==> config.mk <==
export PLATFORM = sky130hd
export DESIGN_NAME = idex_operand_stage
export DESIGN_NICKNAME = d
export VERILOG_FILES = /design/src/rtl/idex_operand_stage.sv
export SDC_FILE = /design/constraint.sdc
export NUM_CORES = 1
export LEC_CHECK = 0
export CORE_MARGIN = 1.5
export CORE_UTILIZATION = 47
export DETAILED_ROUTE_END_ITERATION = 6
export PLACE_DENSITY = 0.87
export SLEW_MARGIN = 20
export SYNTH_ARGS = -nofsm -noshare
export SYNTH_HDL_FRONTEND = slang
export SYNTH_SLANG_ARGS = --single-unit
export TNS_END_PERCENT = 1
==> constraint.sdc <==
create_clock -name CLK -period 6.42 [get_ports CLK]
set_input_delay 1.284 -clock CLK [delete_from_list [all_inputs] [get_ports CLK]]
set_output_delay 1.284 -clock CLK [all_outputs]
set_load 0.02 [all_outputs]
==> src/rtl/idex_operand_stage.sv <==
// ID/EX pipeline latch with operand forwarding and load-use hazard detection.
// Feeds aluop/porta/portb to the ALU and the forwarded rt value to the store path.
package cpu_types_pkg;
  typedef logic [31:0] word_t;
  typedef enum logic [3:0] {
    ALU_SLL  = 4'd0,
    ALU_SRL  = 4'd1,
    ALU_ADD  = 4'd2,
    ALU_SUB  = 4'd3,
    ALU_AND  = 4'd4,
    ALU_OR   = 4'd5,
    ALU_XOR  = 4'd6,
    ALU_NOR  = 4'd7,
    ALU_SLT  = 4'd8,
    ALU_SLTU = 4'd9
  } aluop_t;
endpackage

module idex_operand_stage
  import cpu_types_pkg::*;
#(
  parameter int REGBITS = 5
) (
  input  logic               CLK,
  input  logic               RST,
  input  logic               id_valid,
  input  aluop_t             id_aluop,
  input  word_t              id_rdat1,
  input  word_t              id_rdat2,
  input  word_t              id_imm,
  input  logic               id_alusrc,
  input  logic [REGBITS-1:0] id_rs,
  input  logic [REGBITS-1:0] id_rt,
  input  logic [REGBITS-1:0] id_dest,
  input  logic               id_regwr,
  input  logic               id_memread,
  input  logic               exmem_regwr,
  input  logic [REGBITS-1:0] exmem_dest,
  input  word_t              exmem_result,
  input  logic               memwb_regwr,
  input  logic [REGBITS-1:0] memwb_dest,
  input  word_t              memwb_wdat,
  input  logic               stall,
  input  logic               flush,
  output logic               ex_valid,
  output aluop_t             aluop,
  output word_t              porta,
  output word_t              portb,
  output word_t              ex_storedata,
  output logic [REGBITS-1:0] ex_dest,
  output logic               ex_regwr,
  output logic               ex_memread,
  output logic               hazard_stall
);

  logic               valid_q;
  aluop_t             aluop_q;
  word_t              op1_q;
  word_t              op2_q;
  word_t              imm_q;
  logic               alusrc_q;
  logic [REGBITS-1:0] rs_q;
  logic [REGBITS-1:0] rt_q;
  logic [REGBITS-1:0] dest_q;
  logic               regwr_q;
  logic               memread_q;

  word_t fwda;
  word_t fwdb;

  // EX/MEM is the younger producer, so it wins over MEM/WB; $0 is never forwarded.
  always_comb begin
    fwda = op1_q;
    if (exmem_regwr && (exmem_dest == rs_q) && (rs_q != '0))
      fwda = exmem_result;
    else if (memwb_regwr && (memwb_dest == rs_q) && (rs_q != '0))
      fwda = memwb_wdat;
  end

  always_comb begin
    fwdb = op2_q;
    if (exmem_regwr && (exmem_dest == rt_q) && (rt_q != '0))
      fwdb = exmem_result;
    else if (memwb_regwr && (memwb_dest == rt_q) && (rt_q != '0))
      fwdb = memwb_wdat;
  end

  // Conservative: rt is compared even for instructions that do not read it.
  assign hazard_stall = valid_q & memread_q & (dest_q != '0) & id_valid &
                        ((dest_q == id_rs) | (dest_q == id_rt));

  always_ff @(posedge CLK) begin
    if (RST || flush || (!stall && hazard_stall)) begin
      valid_q   <= 1'b0;
      aluop_q   <= ALU_SLL;
      op1_q     <= '0;
      op2_q     <= '0;
      imm_q     <= '0;
      alusrc_q  <= 1'b0;
      rs_q      <= '0;
      rt_q      <= '0;
      dest_q    <= '0;
      regwr_q   <= 1'b0;
      memread_q <= 1'b0;
    end else if (stall) begin
      // Capture forwarded values so they survive the producer retiring mid-hold.
      op1_q <= fwda;
      op2_q <= fwdb;
    end else begin
      valid_q   <= id_valid;
      aluop_q   <= id_aluop;
      op1_q     <= id_rdat1;
      op2_q     <= id_rdat2;
      imm_q     <= id_imm;
      alusrc_q  <= id_alusrc;
      rs_q      <= id_rs;
      rt_q      <= id_rt;
      dest_q    <= id_dest;
      regwr_q   <= id_regwr & id_valid;
      memread_q <= id_memread & id_valid;
    end
  end

  assign ex_valid     = valid_q;
  assign aluop        = aluop_q;
  assign porta        = fwda;
  assign portb        = alusrc_q ? imm_q : fwdb;
  assign ex_storedata = fwdb;
  assign ex_dest      = dest_q;
  assign ex_regwr     = regwr_q;
  assign ex_memread   = memread_q;

endmodule

==> impl_metrics.env <==
export IMPL_status="finished with violations"
export IMPL_violations="DRC"
export IMPL_layout_drive_gt1_share_pct=8.76
export IMPL_arrival_ns=4.28
export IMPL_dr_total_vias=8195
export IMPL_path_max_fanout=43
export IMPL_vias_per_cell=6.27
export IMPL_fillers=1164
export IMPL_ant_nets=0
export IMPL_leakage_uw=0.00433
export IMPL_wl_met1_mm=11.0
export IMPL_syn_nets=1054
export IMPL_synth_most_common_cell="dfxtp_1"
export IMPL_clk_latency_ns=0.42
export IMPL_netlist_cell_type_count=46
export IMPL_drtIter0Drc=714
export IMPL_die_h_um=128
export IMPL_portBuffers=307
export IMPL_peakVddDrop_uv=180
export IMPL_clk_pin_slew_ns=0.06
export IMPL_hpwl_mm=18.4
export IMPL_max_slew_margin_rel_pct=30.5
export IMPL_synthArstFlopShare_pct=0
export IMPL_synth_xor_area_share_pct=3.58
export IMPL_final_hold_violation_count=0
export IMPL_criticalPathCategory="input pin to output pin"
export IMPL_syn_area_um2=7340
export IMPL_post_cts_setup_buffer_count=0
export IMPL_post_route_util_pct=73.1
export IMPL_hold_class="flop to flop"
export IMPL_synthAdderAreaFrac_pct=0
export IMPL_synth_area_leaders="dfxtp_1 (32%), mux2i_1 (7.1%), mux2_2 (4.8%)"
export IMPL_avgSynthCellArea_um2=8.58
export IMPL_grt_max_degree=95
export IMPL_overflow=0
export IMPL_rsz0062_at_grt="false"
export IMPL_grt_use_total_pct=32.7
export IMPL_synthMuxAreaShare_pct=12.0
export IMPL_multi_input_area_um2=4640
export IMPL_synth_compound_area_share_pct=27.5
export IMPL_synth_top_family_by_area="compound AO/OA/AOI/OAI gates"
export IMPL_required_ns=5.14
export IMPL_routed_wl_mm=27.6
export IMPL_core_rowCount=45
export IMPL_yosys_area_share_simple_pct=19.2
export IMPL_synth_seq_cells=119
export IMPL_timing_fmax_ghz=0.180
export IMPL_finalCriticalPeriod_ns=5.57
export IMPL_netlist_instances=855
export IMPL_first_pass_iters=7
export IMPL_die_width_um=128
export IMPL_yosys_top_cells_count="dfxtp_1 (119), clkbuf_1 (59), nor2_1 (59)"
export IMPL_layout_nets=1306
export IMPL_post_cts_resized=0
export IMPL_setup_tns_ns=0
export IMPL_yosysWarningCount=0
export IMPL_fin_crit_sh_pct=86.7
export IMPL_cts_buffer_depth=2
export IMPL_cts_buffers=17
export IMPL_final_max_slew_violation_count=0
export IMPL_synth_top_cell_area_share_pct=32.5
export IMPL_synth_ff_type="dfxtp_1"
export IMPL_synth_seq_area_share_pct=32.5
export IMPL_crit_path_end_kind="output pin"
export IMPL_cts_sinks=119
export IMPL_cts_tree="done"
export IMPL_diodes=0
export IMPL_cp_start_kind="input pin"
export IMPL_areaGrowthSynthToFinish_pct=51.4
export IMPL_grt_pass1_wl_mm=41.8
export IMPL_setup_viol=0
export IMPL_yosys_area_top_type="dfxtp_1"
export IMPL_drc=2
export IMPL_synth_edf_count=0
export IMPL_place_gp_congestion=0.852
export IMPL_die_area_um2=16400
export IMPL_start_util_pct=48.3
export IMPL_top_layer="met4"
export IMPL_max_cap_viol_count=0
export IMPL_routedWlPerCell_um=21.1
export IMPL_num_io_pins=308
export IMPL_wl_met3_mm=2.29
export IMPL_final_seq_area_um2=2380
export IMPL_htree_levels=4
export IMPL_root_buffer="clkbuf_16"
export IMPL_wl_met2_mm=13.4
export IMPL_ctsHoldBuffers=0
export IMPL_antenna_found_initial=0
export IMPL_powerDensity_nw_per_um2=202
export IMPL_core_um2=15200
export IMPL_worst_pin_slew_ns=1.04
export IMPL_grt_pass1_vias=7796
export IMPL_fin_skew_ns=0.00892
[cell usage in the layout (no fill, tap or decap), types with 3 or more instances in the layout]
cell type	count
a31oi_1	32
o21ai_1	29
a311oi_1	32
o311ai_0	9
o21ba_2	7
clkinvlp_4	3
nor3_1	34
o311ai_1	23
nand2_1	32
o21ai_0	3
nor2_1	59
a21boi_0	32
mux2i_1	52
xnor2_1	10
clkbuf_16	17
clkdlybuf4s50_1	306
nor2b_1	33
clkinv_2	3
nand3_1	32
a21oi_1	33
o31a_1	32
nand3b_1	32
bufinv_16	4
xor2_1	20
buf_4	12
mux2_2	31
o21ba_1	25
dfxtp_1	118
a22oi_1	3
and3_1	32
[layout make-up]
cell class | instances | area share (%)
Multi-Input combinational cell | 645 | 41.8
Inverter | 3 | 0.101
Clock inverter | 12 | 1.58
Clock buffer | 19 | 4.08
Timing Repair Buffer | 321 | 28.9
Sequential cell | 119 | 21.5
Tap cell | 188 | 2.12
[kinds of logic after synthesis]
family                    Yosys count
AOI/OAI and AO/OA                 267
and+or+nand+nor                   264
DFF                               119
buffers and inverters              91
muxes                              84
xor gates and xnor gates           30
[worst paths after layout]
check                      from        end  slack (ns)  cells past startpoint
hold / removal        imm_q[11]  imm_q[11]        0.50                      2
setup / recovery  exmem_dest[1]   portb[4]        0.85                      8
setup reg to reg        rt_q[0]  op2_q[19]        3.65                      6
hold reg to reg       imm_q[11]  imm_q[11]        0.50                      2
[through the flow]
step                      hold WS (ns)  cell area, µm²  setup slack [ns]  total power [µW]  cells
after floorplan                  0.458            7340              2.09               988    855
after global placement           0.469           10500              1.00              1220   1275
after detailed placement         0.482           10500             0.941              1220   1275
after CTS                        0.498           11100             0.891              2250   1306
final                            0.496           11100             0.853              2240   1307
after global routing             0.531           11100             0.710              2320   1307
[worst max-delay path, stage by stage]
cell,delay [ns]
clkdlybuf4s50_1,0.47
xnor2_1,0.27
o211ai_4,0.12
or2_2,0.61
buf_4,0.36
a31oi_1,0.34
mux2_2,0.23
clkdlybuf4s50_1,0.59
[power by group]
part           switching (µW)  total [µW]  internal [µW]
Sequential               15.1         778            763
Combinational             206         439            233
Clock                     361        1030            667
[per-layer routing]
layer / vias up / global-route usage (%)
li1: 3727 / -
met1: 3931 / 40.8
met2: 462 / 54.1
met3: 75 / 7.68
met4: 0 / 13.9
met5: - / 0
[flip-flops by register name (all words and copies together), names as in the netlist, 4 cells and up]
| signal | count |
|---|---|
| aluop | 4 |
| ex_dest | 5 |
| imm_q | 32 |
| op1_q | 32 |
| op2_q | 32 |
| rs_q | 5 |
| rt_q | 5 |
(Power assumes the default switching activity.)
